$ cat src/rtl/alu_seq_pkg.sv
// Opcode values, ALU control codes and FSM states shared by the sequential ALU.
package alu_seq_pkg;

    localparam logic [4:0] OP_ADD  = 5'b00001;
    localparam logic [4:0] OP_SUB  = 5'b01001;
    localparam logic [4:0] OP_MULT = 5'b01010;
    localparam logic [4:0] OP_DIV  = 5'b01011;
    localparam logic [4:0] OP_SL   = 5'b01100;
    localparam logic [4:0] OP_SR   = 5'b01101;
    localparam logic [4:0] OP_AND  = 5'b01110;
    localparam logic [4:0] OP_OR   = 5'b01111;
    localparam logic [4:0] OP_XOR  = 5'b10000;
    localparam logic [4:0] OP_NOR  = 5'b10001;
    localparam logic [4:0] OP_JR   = 5'b10010;
    localparam logic [4:0] OP_NAND = 5'b10011;
    localparam logic [4:0] OP_NOT  = 5'b10100;
    localparam logic [4:0] OP_SLT  = 5'b10101;
    localparam logic [4:0] OP_SGT  = 5'b10110;

    localparam logic [1:0] ALUOP_ADD = 2'b00;
    localparam logic [1:0] ALUOP_SUB = 2'b11;

    typedef enum logic [3:0] {
        CTL_ADD     = 4'b0000,
        CTL_SUB     = 4'b0001,
        CTL_MULT    = 4'b0010,
        CTL_DIV     = 4'b0011,
        CTL_SL      = 4'b0100,
        CTL_SR      = 4'b0101,
        CTL_AND     = 4'b0110,
        CTL_OR      = 4'b0111,
        CTL_XOR     = 4'b1000,
        CTL_NOR     = 4'b1001,
        CTL_JR      = 4'b1010,
        CTL_NAND    = 4'b1011,
        CTL_NOT     = 4'b1100,
        CTL_SLT     = 4'b1101,
        CTL_SGT     = 4'b1110,
        CTL_ILLEGAL = 4'b1111
    } alu_ctl_e;

    typedef enum logic [1:0] {
        ST_IDLE = 2'b00,
        ST_BUSY = 2'b01,
        ST_DONE = 2'b10
    } state_e;

    // aluop 00/11 override the opcode; only 01/10 consult the decode table.
    function automatic alu_ctl_e decode_ctl(input logic [1:0] aluop, input logic [4:0] op);
        alu_ctl_e ctl;
        ctl = CTL_ILLEGAL;
        if (aluop == ALUOP_ADD) begin
            ctl = CTL_ADD;
        end else if (aluop == ALUOP_SUB) begin
            ctl = CTL_SUB;
        end else begin
            case (op)
                OP_ADD:  ctl = CTL_ADD;
                OP_SUB:  ctl = CTL_SUB;
                OP_MULT: ctl = CTL_MULT;
                OP_DIV:  ctl = CTL_DIV;
                OP_SL:   ctl = CTL_SL;
                OP_SR:   ctl = CTL_SR;
                OP_AND:  ctl = CTL_AND;
                OP_OR:   ctl = CTL_OR;
                OP_XOR:  ctl = CTL_XOR;
                OP_NOR:  ctl = CTL_NOR;
                OP_JR:   ctl = CTL_JR;
                OP_NAND: ctl = CTL_NAND;
                OP_NOT:  ctl = CTL_NOT;
                OP_SLT:  ctl = CTL_SLT;
                OP_SGT:  ctl = CTL_SGT;
                default: ctl = CTL_ILLEGAL;
            endcase
        end
        return ctl;
    endfunction

    function automatic logic is_iterative(input alu_ctl_e ctl);
        return (ctl == CTL_MULT) || (ctl == CTL_DIV);
    endfunction

endpackage

$ cat src/rtl/alu_iter_muldiv.sv
// Iterative unsigned shift-add multiplier / restoring divider, one bit per cycle
// for exactly WIDTH cycles. The acc/mq register pair holds {hi, lo} for both ops.
module alu_iter_muldiv #(
    parameter int WIDTH = 32
) (
    input  logic             clk,
    input  logic             reset,
    input  logic             start,
    input  logic             is_div,
    input  logic [WIDTH-1:0] a,
    input  logic [WIDTH-1:0] b,
    output logic             done,
    output logic [WIDTH-1:0] lo,
    output logic [WIDTH-1:0] hi
);
    import alu_seq_pkg::*;

    localparam int            CW   = $clog2(WIDTH);
    localparam logic [CW-1:0] LAST = CW'(WIDTH - 1);

    logic [WIDTH-1:0] acc_q, acc_d;
    logic [WIDTH-1:0] mq_q, mq_d;
    logic [WIDTH-1:0] opnd_q, opnd_d;
    logic [CW-1:0]    cnt_q, cnt_d;
    logic             busy_q, busy_d;
    logic             is_div_q, is_div_d;

    logic [WIDTH-1:0] acc_step, mq_step;
    logic [WIDTH:0]   add_sum, div_shift;
    logic [WIDTH-1:0] div_diff;
    logic             div_ge;

    // With b == 0 every trial subtraction succeeds, so the quotient fills with ones
    // and the remainder ends up holding a without any special casing.
    always_comb begin
        add_sum   = {1'b0, acc_q} + (mq_q[0] ? {1'b0, opnd_q} : '0);
        div_shift = {acc_q, mq_q[WIDTH-1]};
        div_diff  = div_shift[WIDTH-1:0] - opnd_q;
        div_ge    = div_shift >= {1'b0, opnd_q};
        if (is_div_q) begin
            acc_step = div_ge ? div_diff : div_shift[WIDTH-1:0];
            mq_step  = {mq_q[WIDTH-2:0], div_ge};
        end else begin
            acc_step = add_sum[WIDTH:1];
            mq_step  = {add_sum[0], mq_q[WIDTH-1:1]};
        end
    end

    assign done = busy_q && (cnt_q == LAST);
    assign lo   = mq_step;
    assign hi   = acc_step;

    always_comb begin
        acc_d    = acc_q;
        mq_d     = mq_q;
        opnd_d   = opnd_q;
        cnt_d    = cnt_q;
        busy_d   = busy_q;
        is_div_d = is_div_q;
        if (start) begin
            acc_d    = '0;
            mq_d     = a;
            opnd_d   = b;
            is_div_d = is_div;
            cnt_d    = '0;
            busy_d   = 1'b1;
        end else if (busy_q) begin
            acc_d = acc_step;
            mq_d  = mq_step;
            cnt_d = cnt_q + CW'(1);
            if (done) begin
                busy_d = 1'b0;
            end
        end
    end

    always_ff @(posedge clk) begin
        if (reset) begin
            acc_q    <= '0;
            mq_q     <= '0;
            opnd_q   <= '0;
            cnt_q    <= '0;
            busy_q   <= 1'b0;
            is_div_q <= 1'b0;
        end else begin
            acc_q    <= acc_d;
            mq_q     <= mq_d;
            opnd_q   <= opnd_d;
            cnt_q    <= cnt_d;
            busy_q   <= busy_d;
            is_div_q <= is_div_d;
        end
    end

endmodule

$ cat src/rtl/alu_seq_unit.sv
// Sequential ALU: single-cycle logic/arith ops, iterative mult/div, and a
// valid/ready handshake on both sides with one operation in flight at a time.
module alu_seq_unit #(
    parameter int WIDTH = 32,
    parameter int SHW   = $clog2(WIDTH)
) (
    input  logic             clk,
    input  logic             reset,
    input  logic             in_valid,
    output logic             in_ready,
    input  logic [4:0]       op,
    input  logic [1:0]       aluop,
    input  logic [WIDTH-1:0] a,
    input  logic [WIDTH-1:0] b,
    output logic             out_valid,
    input  logic             out_ready,
    output logic [WIDTH-1:0] result,
    output logic [WIDTH-1:0] result_hi,
    output logic             zero,
    output logic             div_by_zero,
    output logic             illegal_op
);
    import alu_seq_pkg::*;

    state_e           state_q, state_d;
    alu_ctl_e         ctl;
    logic             accept;
    logic [WIDTH-1:0] alu_res;

    logic             md_done;
    logic [WIDTH-1:0] md_lo, md_hi;

    logic [WIDTH-1:0] result_q, result_d;
    logic [WIDTH-1:0] result_hi_q, result_hi_d;
    logic             zero_q, zero_d;
    logic             dbz_q, dbz_d;
    logic             ill_q, ill_d;

    assign ctl    = decode_ctl(aluop, op);
    assign accept = in_valid && in_ready;

    alu_iter_muldiv #(.WIDTH(WIDTH)) u_muldiv (
        .clk    (clk),
        .reset  (reset),
        .start  (accept && is_iterative(ctl)),
        .is_div (ctl == CTL_DIV),
        .a      (a),
        .b      (b),
        .done   (md_done),
        .lo     (md_lo),
        .hi     (md_hi)
    );

    always_comb begin
        alu_res = '0;
        case (ctl)
            CTL_ADD:  alu_res = a + b;
            CTL_SUB:  alu_res = a - b;
            CTL_SL:   alu_res = a << b[SHW-1:0];
            CTL_SR:   alu_res = a >> b[SHW-1:0];
            CTL_AND:  alu_res = a & b;
            CTL_OR:   alu_res = a | b;
            CTL_XOR:  alu_res = a ^ b;
            CTL_NOR:  alu_res = ~(a | b);
            CTL_JR:   alu_res = a;
            CTL_NAND: alu_res = ~(a & b);
            CTL_NOT:  alu_res = ~a;
            CTL_SLT:  alu_res = WIDTH'($signed(a) < $signed(b));
            CTL_SGT:  alu_res = WIDTH'($signed(a) > $signed(b));
            default:  alu_res = '0;
        endcase
    end

    always_ff @(posedge clk) begin
        if (reset) begin
            state_q <= ST_IDLE;
        end else begin
            state_q <= state_d;
        end
    end

    always_comb begin
        state_d = state_q;
        case (state_q)
            ST_IDLE: if (accept) state_d = is_iterative(ctl) ? ST_BUSY : ST_DONE;
            ST_BUSY: if (md_done) state_d = ST_DONE;
            ST_DONE: if (out_ready) state_d = ST_IDLE;
            default: state_d = ST_IDLE;
        endcase
    end

    always_comb begin
        in_ready  = (state_q == ST_IDLE);
        out_valid = (state_q == ST_DONE);
    end

    // Flags are refreshed on every accept; iterative results land when the datapath finishes.
    always_comb begin
        result_d    = result_q;
        result_hi_d = result_hi_q;
        zero_d      = zero_q;
        dbz_d       = dbz_q;
        ill_d       = ill_q;
        if (accept) begin
            dbz_d = (ctl == CTL_DIV) && (b == '0);
            ill_d = (ctl == CTL_ILLEGAL);
            if (!is_iterative(ctl)) begin
                result_d    = alu_res;
                result_hi_d = '0;
                zero_d      = (alu_res == '0);
            end
        end else if ((state_q == ST_BUSY) && md_done) begin
            result_d    = md_lo;
            result_hi_d = md_hi;
            zero_d      = (md_lo == '0);
        end
    end

    always_ff @(posedge clk) begin
        if (reset) begin
            result_q    <= '0;
            result_hi_q <= '0;
            zero_q      <= 1'b0;
            dbz_q       <= 1'b0;
            ill_q       <= 1'b0;
        end else begin
            result_q    <= result_d;
            result_hi_q <= result_hi_d;
            zero_q      <= zero_d;
            dbz_q       <= dbz_d;
            ill_q       <= ill_d;
        end
    end

    assign result      = result_q;
    assign result_hi   = result_hi_q;
    assign zero        = zero_q;
    assign div_by_zero = dbz_q;
    assign illegal_op  = ill_q;

endmodule
$ cat config.mk
export PLATFORM = sky130hd
export DESIGN_NAME = alu_seq_unit
export DESIGN_NICKNAME = d
export VERILOG_FILES = /design/src/rtl/alu_seq_pkg.sv /design/src/rtl/alu_iter_muldiv.sv /design/src/rtl/alu_seq_unit.sv
export SDC_FILE = /design/constraint.sdc
export NUM_CORES = 1
export LEC_CHECK = 0
export BUFFER_PORTS_ARGS = -buffer_cell sky130_fd_sc_hd__buf_2
export CORE_AREA = 2 2 169 337
export CTS_CLUSTER_SIZE = 8
export DETAILED_ROUTE_END_ITERATION = 12
export DIE_AREA = 0 0 171 339
export HOLD_SLACK_MARGIN = 0.02
export MAX_ROUTING_LAYER = met4
export PLACE_DENSITY_LB_ADDON = 0.12
export SKIP_CTS_REPAIR_TIMING = 1
export SYNTH_ARGS = -nofsm -noshare
export SYNTH_HDL_FRONTEND = slang
export SYNTH_SLANG_ARGS = --single-unit
$ cat constraint.sdc
create_clock -name clk -period 5.3 [get_ports clk]
set_clock_uncertainty 0.1 [all_clocks]
set_input_delay 1.06 -clock clk [delete_from_list [all_inputs] [get_ports clk]]
set_output_delay 1.06 -clock clk [all_outputs]
set_load 0.02 [all_outputs]
==> metrics.md <==
| Metric | Value |
|---|---|
| Status | complete, no violations |
| Wire per inst | about 34 um |
| Setup TNS | 0 ns |
| Synthesized flop and latch total | 172 |
| CP Capture Type | flip-flop |
| GR met1 Demand/Resource | 43.0% |
| Number of synthesized flops with an enable pin | 0 |
| Main synth FF type | dfxtp_1 |
| Slowest-stage cell, CP | a311oi_1 |
| Cell repeated most along the worst path | nor2_1 |
| Sw power | ~2700 uW |
| Final Wtd Congestion | 1.15 |
| Dominant cell type by area after synthesis | dfxtp_1 |
| Final Worst Setup Slack | 0.216 ns |
| Hold crit path type | flip-flop to flip-flop |
| Worst EP required | around 5.6 ns |
| Met3 Use GR | about 11% |
| Vias in the first global route | ~28,000 |
| Core Region | around 0.055 mm2 |
| Crit-path max cell delay | 0.89 ns |
| Int Pwr | 3390 uW |
| First-pass DRT Iterations | 7 |
| Synth Area per Inst | around 7.2 um2 |
| CTS tree | done |
| Final period util | between 90% and 100% |
| DIE WIDTH | roughly 170 um |
| Final nets | about 3,600 |
| DR iter-0 viols | approximately 3,100 |
| Clock slew at reported path FFs | roughly 0.06 ns |
| Crit start category | flip-flop |
| # DRC | 0 |
| Switching share of power | about 45% |
| Die area | roughly 0.058 mm2 |
| Syn. warnings | 0 |
| Clock sinks | 172 |
| Worst Tran Pin Value | ~1.1 ns |
| Most Crowded Layer GR | met2 |
| Global route overflow | 0 |
| Combinational power share | about half |
| Top cells by area, synth | dfxtp_1, ha_1, nand2_1 |
| Post-Syn Instances | between 3,000 and 4,000 |
| DR vias | approximately 28,000 |
| Antenna Nets Post-Route | 0 |
| Die Y | between 300 and 400 um |
| Clock Latency Late Sink | roughly 0.53 ns |
| Starting density of the core | approximately two fifths |
| Crit path arrival time | 5.43 ns |
| Fraction of layout cells with a size suffix above 1 | around 20% |
| Hold Fails Final Rpt | 0 |
| Unrepaired setup endpoints after global routing | no |
| # port buffers | approximately 140 |
| Initial antenna violation count | 9 |
| Sequential power share | 23.8% |
| FILL cells | between 5,000 and 6,000 |
| Number of CTS-inserted buffers | 25 |
| Seq/Total Area, Yosys | 15.7% |
| DR vias/cell | slightly below 7 |
| Final core utilization | between 40 and 50% |
| Global routing usage on met2 | roughly four fifths |
| Syn Nets | around 3,300 |
| Fin. max-slew vios | 0 |
| Rows | 122 |
| Crit path kind | flip-flop to flip-flop |
| Syn-to-layout area delta | 20.1% |
| H-tree depth | 4 |
| Max Cap Violations | 0 |
| Pre-CTS setup slack | 0.147 ns |
| Fmax achieved | between 150 and 200 MHz |
| Post-layout min period | a little over 5 ns |
| Clock power share | 24.9% |
| Io pins | roughly 140 |
| Total wire length | 140 mm |
| Tot GR Track Use | between 40% and 50% |
| Global-route wire length before repair | slightly below 200 mm |
| Yosys top cell area share | between 10% and 20% |
| Synth cell types | 96 |
| Final setup violation count | 0 |
| Synthesized area | roughly 0.022 mm2 |
| PwrDens | around 230 mW/mm2 |
| Synth async-reset ratio | 0% |
| Hpwl dp | 113 mm |
| CTS Root Cell | clkbuf_16 |
| Peak supply drop | approximately 0.00015 V |
| Clk buf depth | 3 |
| Slew Limit Headroom | between 20% and 30% |
| Pin count of the biggest net entering global routing | 66 |
| CP max FO | 21 |
| Leak | around 0.011 uW |
| CP cell instances | inv_1, ha_1, nand4_1, nor2_1, o21ai_0, a311oi_1, nor2_1, buf_4, o31ai_4, buf_4, nand2_1, a31oi_1, mux2i_1, nor2_1 |
==> synth_stat cells, types with 27 or more instances <==
library cell / number
a211oi_1: 42
a21o_1: 53
a21oi_1: 281
a31oi_1: 28
and2_1: 45
buf_2: 27
clkbuf_1: 172
dfxtp_1: 172
ha_1: 163
inv_1: 150
mux2_2: 41
mux2i_1: 139
mux4_2: 31
nand2_1: 409
nand2b_1: 29
nand3_1: 49
nand4_1: 41
nor2_1: 220
nor2b_1: 34
nor3_1: 69
nor4_1: 33
o211ai_1: 87
o21ai_0: 151
o22ai_1: 36
xnor2_1: 38
xor2_1: 31
==> state kept, by name (all words and copies together), names as in the netlist, 2 cells and up <==
name and count:
result 32, result_hi 32, state_q 2, u_muldiv.acc_q 32, u_muldiv.cnt_q 5, u_muldiv.mq_q 32, u_muldiv.opnd_q 32
==> cells by family after synthesis <==
logic type	Yosys count	synth area share, %
AOI/OAI and AO/OA	1003	30.7
xor gates and xnor gates	69	2.75
adders and majority gates	167	9.64
buffers and inverters	387	7.19
DFF	172	15.7
muxes	219	12.1
and+or+nand+nor	1030	22.0
==> worst max-delay path: cells and delay by family (launching register included) <==
| kind | cells | cell delay (ns) |
|---|---|---|
| AO/OA/AOI/OAI | 4 | 2.07 |
| buffers and inverters | 3 | 0.66 |
| AND/OR/NAND/NOR | 5 | 1.28 |
| adder cells (fa/ha/maj) | 1 | 0.38 |
| flip-flops | 1 | 0.35 |
| multiplexers | 1 | 0.14 |
==> power by group through the flow <==
stage / combinational [uW] / sequential, uW / clock (uW)
after floorplan: 1690 / 1460 / 0
after global placement: 2970 / 1480 / 0
after detailed placement: 2990 / 1480 / 0
after CTS: 3000 / 1450 / 1520
after global routing: 3260 / 1460 / 1570
final: 3140 / 1460 / 1530
==> stage by stage <==
step	area (um2)	power (uW)	cells	hold slack, ns
floorplan	22000	3150	3047	0.345
global placement	25600	4450	4056	0.333
detailed placement	25600	4470	4056	0.337
CTS	26400	5970	4089	0.351
global route	26400	6300	4099	0.373
finish	26400	6130	4099	0.346
==> per-layer routing <==
metal / vias up / share of wire, %
li1: 11900 / -
met1: 13100 / 30
met2: 1838 / 48
met3: 903 / 7.1
met4: 0 / 15
met5: - / 0
==> cells in the final DEF, fill, tap and decap left out, types with 21 or more instances in the layout <==
cell,count
buf_4,337
nor3_1,66
nor2_1,218
or3_1,21
xnor2_1,37
mux4_2,31
nand2_1,407
clkbuf_16,25
buf_2,141
o21bai_1,23
and2_1,45
mux2_2,41
a211oi_1,42
o221ai_1,25
mux2i_1,139
xor2_1,31
dfxtp_1,170
nand3_1,49
nor4_1,31
a21o_1,53
nand2b_1,29
nand4_1,41
o21ai_0,150
nor2b_1,34
a31oi_1,28
a22oi_1,25
inv_1,149
o22ai_1,36
o211ai_1,87
a21oi_1,279
ha_1,163
==> final timing paths <==
kind	slack, ns	cells past startpoint	from	to
setup reg to reg	0.22	14	u_muldiv.opnd_q[7]$_SDFFE_PP0P_	u_muldiv.acc_q[1]$_SDFFE_PP0P_
hold reg to reg	0.35	2	result_hi[27]$_SDFFE_PP0P_	result_hi[27]$_SDFFE_PP0P_
hold / removal	0.35	2	result_hi[27]$_SDFFE_PP0P_	result_hi[27]$_SDFFE_PP0P_
setup / recovery	0.22	14	u_muldiv.opnd_q[7]$_SDFFE_PP0P_	u_muldiv.acc_q[1]$_SDFFE_PP0P_
==> cell type report <==
cell class                      instances  area [um2]  share of cell area (%)
Clock buffer                           31         678                    2.57
Multi-Input combinational cell       2488       17100                    64.7
Timing Repair Buffer                  498        3630                    13.7
Clock inverter                          2        37.5                   0.142
Sequential cell                       172        3450                    13.1
Inverter                              155         582                    2.20
Antenna cell                            9        22.5                  0.0853
Tap cell                              744         931                    3.53
Power figures use the tool's default switching activity.
